File: src/rtl/sram_ctrl_pkg.sv
// Shared types and constants for the 1024x39 single-port SRAM controller.
package sram_ctrl_pkg;

  localparam int unsigned SramDepth = 1024;
  localparam int unsigned SramWidth = 39;
  localparam int unsigned SramAddrW = 10;

  typedef enum logic {
    StInit,
    StReady
  } sram_ctrl_state_e;

  typedef enum logic {
    ReqA,
    ReqB
  } sram_ctrl_req_e;

endpackage

File: src/rtl/sram_ctrl_rr_arb.sv
// Two-way round-robin arbiter; on a tie the requester not granted most recently wins.
module sram_ctrl_rr_arb
  import sram_ctrl_pkg::*;
(
  input  logic       clk_i,
  input  logic       rst_ni,
  input  logic       en_i,
  input  logic [1:0] req_i,
  output logic [1:0] gnt_o
);

  sram_ctrl_req_e last_q, last_d;

  always_comb begin
    gnt_o  = 2'b00;
    last_d = last_q;
    if (en_i) begin
      if (req_i == 2'b11) begin
        gnt_o = (last_q == ReqB) ? 2'b01 : 2'b10;
      end else begin
        gnt_o = req_i;
      end
    end
    if (gnt_o[0]) begin
      last_d = ReqA;
    end else if (gnt_o[1]) begin
      last_d = ReqB;
    end
  end

  // Reset to B so that A wins the first tie.
  always_ff @(posedge clk_i or negedge rst_ni) begin
    if (!rst_ni) begin
      last_q <= ReqB;
    end else begin
      last_q <= last_d;
    end
  end

endmodule

File: src/rtl/sram_ctrl_1p1024x39.sv
// Two-requester controller for a single-port 1024x39 SRAM macro.
// Optional post-reset zero-fill is compiled in with SRAM_CTRL_INIT_EN.
module sram_ctrl_1p1024x39
  import sram_ctrl_pkg::*;
#(
  parameter int unsigned          Depth    = SramDepth,
  parameter int unsigned          Width    = SramWidth,
  localparam int unsigned         AddrW    = $clog2(Depth),
  parameter logic [Width-1:0]     InitData = '0
) (
  input  logic             clk_i,
  input  logic             rst_ni,
  input  logic             a_req_i,
  input  logic             a_write_i,
  input  logic [AddrW-1:0] a_addr_i,
  input  logic [Width-1:0] a_wdata_i,
  output logic             a_gnt_o,
  output logic             a_rvalid_o,
  output logic [Width-1:0] a_rdata_o,
  input  logic             b_req_i,
  input  logic             b_write_i,
  input  logic [AddrW-1:0] b_addr_i,
  input  logic [Width-1:0] b_wdata_i,
  output logic             b_gnt_o,
  output logic             b_rvalid_o,
  output logic [Width-1:0] b_rdata_o,
  output logic             sram_req_o,
  output logic             sram_write_o,
  output logic             sram_wmask_o,
  output logic [AddrW-1:0] sram_addr_o,
  output logic [Width-1:0] sram_wdata_o,
  input  logic [Width-1:0] sram_rdata_i,
  output logic             init_done_o
);

  sram_ctrl_state_e state_q;
  logic [AddrW-1:0] init_addr;
  logic             ready;
  logic [1:0]       gnt;
  logic             rd_a_q, rd_a_d, rd_b_q, rd_b_d;

`ifdef SRAM_CTRL_INIT_EN
  sram_ctrl_state_e state_d;
  logic [AddrW-1:0] cnt_q, cnt_d;

  always_comb begin
    state_d = state_q;
    cnt_d   = cnt_q;
    if (state_q == StInit) begin
      cnt_d = cnt_q + 1'b1;
      if (cnt_q == AddrW'(Depth - 1)) begin
        state_d = StReady;
      end
    end
  end

  always_ff @(posedge clk_i or negedge rst_ni) begin
    if (!rst_ni) begin
      state_q <= StInit;
      cnt_q   <= '0;
    end else begin
      state_q <= state_d;
      cnt_q   <= cnt_d;
    end
  end

  assign init_addr = cnt_q;
`else
  assign state_q   = StReady;
  assign init_addr = '0;
`endif

  assign ready       = (state_q == StReady);
  assign init_done_o = ready;

  // Gating with rst_ni keeps grants and macro strobes at zero while reset is held.
  sram_ctrl_rr_arb u_arb (
    .clk_i  (clk_i),
    .rst_ni (rst_ni),
    .en_i   (ready & rst_ni),
    .req_i  ({b_req_i, a_req_i}),
    .gnt_o  (gnt)
  );

  assign a_gnt_o = gnt[0];
  assign b_gnt_o = gnt[1];

  always_comb begin
    sram_req_o   = 1'b0;
    sram_write_o = 1'b0;
    sram_wmask_o = 1'b0;
    sram_addr_o  = '0;
    sram_wdata_o = '0;
    if (!ready) begin
      sram_req_o   = rst_ni;
      sram_write_o = rst_ni;
      sram_wmask_o = rst_ni;
      sram_addr_o  = init_addr;
      sram_wdata_o = rst_ni ? InitData : '0;
    end else if (gnt[0]) begin
      sram_req_o   = 1'b1;
      sram_write_o = a_write_i;
      sram_wmask_o = 1'b1;
      sram_addr_o  = a_addr_i;
      sram_wdata_o = a_wdata_i;
    end else if (gnt[1]) begin
      sram_req_o   = 1'b1;
      sram_write_o = b_write_i;
      sram_wmask_o = 1'b1;
      sram_addr_o  = b_addr_i;
      sram_wdata_o = b_wdata_i;
    end
  end

  always_comb begin
    rd_a_d = gnt[0] & ~a_write_i;
    rd_b_d = gnt[1] & ~b_write_i;
  end

  always_ff @(posedge clk_i or negedge rst_ni) begin
    if (!rst_ni) begin
      rd_a_q <= 1'b0;
      rd_b_q <= 1'b0;
    end else begin
      rd_a_q <= rd_a_d;
      rd_b_q <= rd_b_d;
    end
  end

  assign a_rvalid_o = rd_a_q;
  assign b_rvalid_o = rd_b_q;
  assign a_rdata_o  = sram_rdata_i;
  assign b_rdata_o  = sram_rdata_i;

endmodule

File: config.mk
export PLATFORM = sky130hd
export DESIGN_NAME = sram_ctrl_1p1024x39
export DESIGN_NICKNAME = d
export VERILOG_FILES = /design/src/rtl/sram_ctrl_pkg.sv /design/src/rtl/sram_ctrl_rr_arb.sv /design/src/rtl/sram_ctrl_1p1024x39.sv
export SDC_FILE = /design/constraint.sdc
export NUM_CORES = 1
export LEC_CHECK = 0
export CORE_AREA = 3 3 105 107
export DETAILED_ROUTE_END_ITERATION = 8
export DIE_AREA = 0 0 108 110
export PLACE_DENSITY_LB_ADDON = 0.05
export SETUP_SLACK_MARGIN = 0.15
export SYNTH_ARGS = -nofsm -noshare
export SYNTH_HDL_FRONTEND = slang
export SYNTH_SLANG_ARGS = --single-unit
File: constraint.sdc
create_clock -name clk_i -period 2.2 [get_ports clk_i]
set_input_delay 0.44 -clock clk_i [delete_from_list [all_inputs] [get_ports clk_i]]
set_output_delay 0.44 -clock clk_i [all_outputs]
set_load 0.01 [all_outputs]
Word-level counts from Yosys, hierarchy flattened
Cells that the tools add are included.

operators by class
  add/subtract/negate cells = 0
  $mul = 0
  div/mod/pow operators = 0
  order comparisons = 0
  equal/unequal tests = 1
  shift-type cells = 0
  mux-type cells = 13
  bitwise logic cells = 4
  reductions and logical operators = 1

operator list
  operator              number
  $mux W39              2
  $mux W10              2
  $mux W1               6
  $mux W2               3
  $and A1 B1 Y1         2
  $eq A2 B2 Y1 const B  1
  $not A1 Y1            2
  $reduce_bool A2 Y1    1

word-level totals
  bits in registers = 3
  bits in latches = 0
  RAM bits = 0
  memory bits (read-only) = 0
  bits of input ports = 143
  logic and storage cells = 22
  memories = 0

Longest topological paths before layout
Gate-level depths: netlist (run 1).

  depth after elaboration = 5
  gate-level depth with buffers = 4

Cells and area by module
From an unflattened synthesis (run 1), not the netlist that was laid out.

second synthesis, totals
  cell total of the unflattened synthesis = 158
  area, all modules = 1257.5 µm²

modules (own cells, without submodules)
  module               times used  cells an instance  area each (µm²)  sequential area each (µm²)
  sram_ctrl_1p1024x39  1           150                1194.9           50.0
  sram_ctrl_rr_arb     1           8                  62.6             26.3

Worst setup path after synthesis (run 1)
No wires, ideal clock.

  path type = register to output
  start = register u_arb.last_q
  end = output port sram_addr_o[0]
  arrival time = 1167 ps
  required time = 1760 ps
  setup slack = 593 ps
  stages on the path, launching flop included = 5
  cells stage by stage = dfstp_2 -> nor2b_4 -> buf_12 -> buf_12 -> o32ai_2

on the way
  longest elaborated chain between the ends = 5

ends and longest elaborated chain
  item                    RTL line                    text
  from (decl)             sram_ctrl_rr_arb.sv:12      sram_ctrl_req_e last_q, last_d;
  from (signal assigned)  sram_ctrl_rr_arb.sv:34      last_q <= ReqB;
  from (signal assigned)  sram_ctrl_rr_arb.sv:36      last_q <= last_d;
  $mux W2 *               sram_ctrl_rr_arb.sv:19      gnt_o = (last_q == ReqB) ? 2'b01 : 2'b10;
  $mux W2 *               sram_ctrl_rr_arb.sv:18      if (req_i == 2'b11) begin
  $mux W2 *               sram_ctrl_rr_arb.sv:17      if (en_i) begin
  $mux W10                sram_ctrl_1p1024x39.sv:106  end else if (gnt[1]) begin
  $mux W10 *              sram_ctrl_1p1024x39.sv:100  end else if (gnt[0]) begin
  to (decl)               sram_ctrl_1p1024x39.sv:30   output logic [AddrW-1:0] sram_addr_o,

Every way passes the cells marked *; elsewhere a longest branch is shown, timed or not.

Worst setup path after layout (run 1)
  start = register u_arb.last_q
  end = output port sram_addr_o[9]

The elaborated chain is that of the path after synthesis.

==> results of run 1 <==
==> layout by cell type, fill, tap and decap left out, types with 2 or more instances in the layout <==
cell / netlist / layout
buf_4: 83 / 10
nor2_1: 4 / 3
clkbuf_2: 0 / 4
clkbuf_8: 0 / 3
buf_2: 12 / 30
dfrtp_1: 2 / 2
clkdlybuf4s15_1: 0 / 6
nand2_1: 101 / 101
clkbuf_16: 0 / 2
dlygate4sd2_1: 0 / 6
clkdlybuf4s15_2: 0 / 9
inv_2: 2 / 2
nor3_1: 2 / 2
buf_6: 5 / 5
clkdlybuf4s50_1: 0 / 102
buf_12: 6 / 9
o32ai_4: 0 / 6
o32ai_2: 49 / 43
==> kinds of logic (layout without fill, tap and decap cells) <==
logic type,count (synthesis),after routing,share of synthesized area
simple gates,108,108,0.190
buf+inv,110,192,0.398
other cells,1,1,0.00171
flops,3,3,0.0347
compound gates,52,52,0.375
==> sequential cells by signal, indices dropped and copies added, names as in the netlist <==
signal / cells
a_rvalid_o: 1
b_rvalid_o: 1
u_arb.last_q: 1
==> layout make-up <==
cell class,instances,area [um2]
multi-input cells,161,1320
repair buffers,186,1840
fillers,1102,6770
inverters,2,7.51
clock buffers,4,45.0
flip-flops and latches,3,76.3
well taps,136,170
==> per-layer routing <==
layer | vias up | global-route usage | wire, um
met2 | 104 | 0.224 | 4180
met5 | - | 0 | 0
met1 | 1006 | 0.159 | 3540
met3 | 34 | 0.0256 | 654
met4 | 0 | 0.0496 | 274
li1 | 1035 | - | -
==> path summary, 6_finish.rpt <==
| kind | startpoint | end | slack [ns] | cells past startpoint |
|---|---|---|---|---|
| max | u_arb.last_q$_DFFE_PN1P_ | sram_addr_o[9] | 0.20 | 5 |
| min | rst_ni | b_rvalid_o$_DFF_PN0_ | 0.24 | 2 |
| max reg2reg | u_arb.last_q$_DFFE_PN1P_ | u_arb.last_q$_DFFE_PN1P_ | 0.96 | 4 |
| min reg2reg | u_arb.last_q$_DFFE_PN1P_ | u_arb.last_q$_DFFE_PN1P_ | 0.59 | 1 |
| max in group asynchronous | rst_ni | u_arb.last_q$_DFFE_PN1P_ | 1.74 | 2 |
| min in group clk_i | u_arb.last_q$_DFFE_PN1P_ | u_arb.last_q$_DFFE_PN1P_ | 0.59 | 1 |
==> synth_stat cells <==
library cell / number / share of area
nand2_1: 101 / 0.17
buf_6: 5 / 0.026
o32ai_2: 49 / 0.36
nor2b_4: 1 / 0.0063
dfrtp_1: 2 / 0.023
o32ai_1: 1 / 0.0040
buf_4: 83 / 0.28
dfstp_2: 1 / 0.012
a21bo_1: 1 / 0.0046
nor2_1: 4 / 0.0068
nor3_1: 2 / 0.0046
conb_1: 1 / 0.0017
inv_2: 2 / 0.0034
buf_12: 6 / 0.055
clkbuf_1: 2 / 0.0034
buf_2: 12 / 0.027
a22o_1: 1 / 0.0040
==> report_power, final <==
part	switching (uW)	internal (uW)	total, uW
Clock	38.1	124	162
Combinational	375	474	849
Sequential	6.57	63.7	70.2
==> worst max-delay path, delay by kind of cell, from the launching register on <==
kind | cells | cell delay, ns
AOI/OAI and AO/OA | 1 | 0.24
buffers and inverters | 3 | 0.45
and+or+nand+nor | 1 | 0.08
DFF | 1 | 0.57
==> repair_timing <==
action                                 in CTS  in global routing
setup endpoints to repair                  54                 49
pin swaps                                   0                 13
resized for setup                         170                 22
buffers inserted                            3                  2
cloned                                      2                  2
endpoints found under the hold margin       0                  0
==> metrics by stage <==
stage / cells / util
2_1_floorplan: 274 / -
3_3_place_gp: 479 / 0.327
3_5_place_dp: 479 / 0.327
4_1_cts: 488 / 0.327
5_1_grt: 492 / 0.338
6_report: 492 / 0.338
==> run summary, run 1 <==
Ports: 278
Mapped Cells: 274
TritonRoute pass-1 iters: 4
CTS clk-pin slew, worst paths: 0.03 ns
setup ws final: 0.195 ns
CP arrival: 1.56 ns
layout cells sized above 1: 0.362
Final Hold Viols: 0
Worst-Skew Late Latency: 0.22 ns
initial core utilization: 0.215
Via-to-Cell Ratio: 4.43
average routed wire per standard cell: 17.6 um
Final Cycle Share: 0.911
LEAKAGE: 0.00137 uW
final wirelength: 8.65 mm
DP HPWL: 6.34 mm
CTS sink cnt: 3
vias in the first global route: 2189
setup TNS: 0 ns
1st-iter DRT viols: 103
highest clock rate: 499 MHz
Mean Syn Cell Area: 8.02 um2
Setup CP Type: reg2out
Slew Viols, Final: 0
first-pass GRT wire length: 12.2 mm
CP cell instances: nor2b_4 > buf_6 > buf_12 > o32ai_2 > buf_2
die height: 110 um
# diodes: 0
Final Cell Area: 3460 um2
gr usage total: 0.130
worst slack at placement: -0.423 ns
Clock Tree Root: clkbuf_8
TritonCTS clock tree: done
Warnings, synthesis: 0
Post-Syn Area: 2200 um2
Hold Crit Class: in2async
Max VDD drop: 0.000274 V
Final ANT Viol Nets: 0
Die X: 108 um
Max Cap Viol: 0
hold buffer count at CTS: 0
WHS: 0.243 ns
Final nets: 500
CP Data Required Time: 1.76 ns
run status: finished clean
Yosys reg bits: 3
Final setup viols: 0
cell row count: 37
Num CTS Buffers: 3
CP Max Fanout: 7
PwrDens: 312 nW/um2
CTS H-tree depth: 1
# DRC: 0
grt total ovfl: 0
crit path launch type: register
syn nets: 417
dpl cell area: 3340 um2
Worst path max stage delay: 0.57 ns
fin crit period: 2.00 ns
largest net degree at the start of global routing: 33
Area Growth Syn to Fin: 57.5%
Netlist cell types: 17
Via Count: 2179
Power, Total: 1080 uW
Final Skew: 0.00104 ns
slowest CP cell: dfstp_2
antenna violations before repair: 0
clock buffer depth: 2
Die ar.: 11900 um2
crit end category: primary output
port bufs: 159
Placer Congestion: 0.708
CORE AREA: 10200 um2
Seq/Total Area, Yosys: 0.0347
unrepaired setup endpoints after global routing: true
No activity file was read; power rests on OpenSTA's default activity.
==> run 2, diff against run 1 <==
--- a/config.mk
+++ b/config.mk
@@ -5,11 +5,13 @@
 export SDC_FILE = /design/constraint.sdc
 export NUM_CORES = 1
 export LEC_CHECK = 0
-export CORE_AREA = 3 3 105 107
+export CORE_AREA = 3 3 106 108
 export DETAILED_ROUTE_END_ITERATION = 8
-export DIE_AREA = 0 0 108 110
+export DIE_AREA = 0 0 109 111
+export DONT_BUFFER_PORTS = 1
 export PLACE_DENSITY_LB_ADDON = 0.05
 export SETUP_SLACK_MARGIN = 0.15
+export SKIP_LAST_GASP = 1
 export SYNTH_ARGS = -nofsm -noshare
 export SYNTH_HDL_FRONTEND = slang
 export SYNTH_SLANG_ARGS = --single-unit
==> run 2 against run 1 <==
Against the previous run:
- clock skew grew 0.00063 ns
- clock power is essentially flat
- critical path depth shrank 2
- die area grew 1.8%
- routed wire length shrank 34%
- sequential share of layout area grew 2.4 points
- cell count shrank 37%
- setup slack gained 0.085 ns
- flip-flop and latch count is the same
- global-route usage shrank 4.8 points
- worst hold slack lost 0.17 ns
- critical path type unchanged
- critical endpoint is now sram_write_o
- largest cell class is now multi-input combinational cells
- largest power group unchanged
- highest routed layer unchanged
==> run summary, run 2 (synthesis gave the netlist of run 1 again) <==
die height: 111 um (+0.91%)
Final nets: 320 (-36%)
crit path launch type: register
vias in the first global route: 1493 (-32%)
Die ar.: 12100 um2 (+1.8%)
Final Cell Area: 1640 um2 (-53%)
Clock Tree Root: clkbuf_8
Slew Viols, Final: 0 (unchanged)
layout cells sized above 1: 0.352 (-0.0101)
Fillers: 1171 (+6.3%)
Final Cycle Share: 0.873 (-0.0385)
Die X: 109 um (+0.93%)
CP Data Required Time: 1.76 ns (about the same)
final wirelength: 5.69 mm (-34%)
Via-to-Cell Ratio: 4.88 (+10%)
transition time of the tightest slew-check pin: 0.613 ns
Via Count: 1524 (-30%)
worst slack at placement: 0.388 ns (+0.811 ns)
# DRC: 0 (unchanged)
Final ANT Viol Nets: 0 (unchanged)
CTS clk-pin slew, worst paths: 0.03 ns (about the same)
worst r2r path cells: 3 (-1)
TritonCTS clock tree: done
PwrDens: 384 nW/um2 (+23%)
Ports: 278 (unchanged)
# diodes: 0 (unchanged)
dpl cell area: 1590 um2 (-53%)
Hold Crit Class: in2async
cell row count: 37 (unchanged)
grt total ovfl: 0 (unchanged)
gr usage total: 0.0814 (-0.0483)
CTS sink cnt: 3 (unchanged)
1st-iter DRT viols: 70 (-32%)
final core utilization: 0.159 (-0.179)
initial core utilization: 0.213 (-0.00193)
run status: finished clean
first-pass GRT wire length: 8.10 mm (-34%)
clock buffer depth: 2 (unchanged)
CP arrival: 1.48 ns (-0.08 ns)
Worst-Skew Late Latency: 0.22 ns (about the same)
largest net degree at the start of global routing: 106 (+220%)
Final Skew: 0.00167 ns (+0.000626 ns)
fin crit period: 1.92 ns (-0.0846 ns)
Max Cap Viol: 0 (unchanged)
LEAKAGE: 0.000510 uW (-63%)
Final setup viols: 0 (unchanged)
Rel. slew slack: 0.591
DP HPWL: 4.39 mm (-31%)
WHS: 0.0767 ns (-0.167 ns)
TritonRoute pass-1 iters: 5 (+1)
R2R setup slack: 0.94 ns (-0.02 ns)
setup ws final: 0.280 ns (+0.0846 ns)
CTS H-tree depth: 1 (unchanged)
CORE AREA: 10300 um2 (+0.91%)
setup TNS: 0 ns (unchanged)
r2r startpoint: u_arb.last_q$_DFFE_PN1P_
Area Growth Syn to Fin: -25.2%
Setup CP Type: reg2out
Num CTS Buffers: 3 (unchanged)
average routed wire per standard cell: 18.2 um (+3.7%)
unrepaired setup endpoints after global routing: false
most frequent cells in the layout: 101 x nand2_1, 49 x o32ai_2, 4 x nor2_1, 4 x buf_12, 3 x clkbuf_8
Final Hold Viols: 0 (unchanged)
Setup crit start: u_arb.last_q$_DFFE_PN1P_
crit end category: primary output
Max VDD drop: 0.000293 V (+6.8%)
antenna violations before repair: 0 (unchanged)
most common cell after layout, fill and taps aside: nand2_1
port bufs: 0 (-100%)
worst reg2reg path endpoint: b_rvalid_o$_DFF_PN0_
CP Max Fanout: 21 (+14)
Placer Congestion: 0.646 (-8.8%)
worst setup path endpoint: sram_write_o
highest clock rate: 521 MHz (+4.4%)
post-CTS setup buffers: 0 (-3)
## run 2: worst min-delay path by stage
stage,start,endpoint,cells after the start
after floorplan,rst_ni,a_rvalid_o$_DFF_PN0_,0
after global placement,rst_ni,b_rvalid_o$_DFF_PN0_,0
after detailed placement,rst_ni,b_rvalid_o$_DFF_PN0_,0
after CTS,rst_ni,u_arb.last_q$_DFFE_PN1P_,0
after global routing,rst_ni,u_arb.last_q$_DFFE_PN1P_,0
final,rst_ni,u_arb.last_q$_DFFE_PN1P_,0
## run 2: layout make-up
cell class	count	area [um2]	share of cell area
multi-input combinational	161	1250	0.759
tap	136	170	0.104
timing repair buffer	6	97.6	0.0594
sequential	3	76.3	0.0465
clock buffer	4	45.0	0.0274
inverter	2	7.51	0.00457
## run 2: per-stage QoR
stage | total power [uW] | std cells
floorplan | 641 | 274
global placement | 468 | 307
detailed placement | 476 | 307
CTS | 648 | 312
global route | 676 | 312
finish | 631 | 312
## run 2: repair_timing
action | in CTS | in global routing
hold endpoints to repair | 2 | 0
gates resized for setup | 0 | 0
hold buffers | 1 | 0
## run 2: layer usage
layer  track usage  routed length [um]  share of wire
met5             0                   0              0
met4        0.0463                 228          0.040
met3        0.0192                 608           0.11
met2         0.145                2920           0.51
met1        0.0850                1940           0.34
## run 2: critical path, cell delays in order (launching register included)
cell and delay [ns]:
dfstp_2 0.56, a21bo_2 0.17, buf_4 0.32, o32ai_1 0.20
## run 2: where the power goes
part	leakage (uW)	switching (uW)	internal, uW	total, uW
sequential	0.0000377	6.24	63.6	69.9
clock	0.0000228	40.1	124	164
combinational	0.000450	249	148	397
total	0.000510	295	336	631
==> run 3, diff against run 2 <==
--- a/config.mk
+++ b/config.mk
@@ -9,6 +9,7 @@
 export DETAILED_ROUTE_END_ITERATION = 8
 export DIE_AREA = 0 0 109 111
 export DONT_BUFFER_PORTS = 1
+export GPL_ROUTABILITY_DRIVEN = 0
 export PLACE_DENSITY_LB_ADDON = 0.05
 export SETUP_SLACK_MARGIN = 0.15
 export SKIP_LAST_GASP = 1
==> results of run 3 <==
Same layout as run 2: the final DEF is identical, and so are final timing and power.
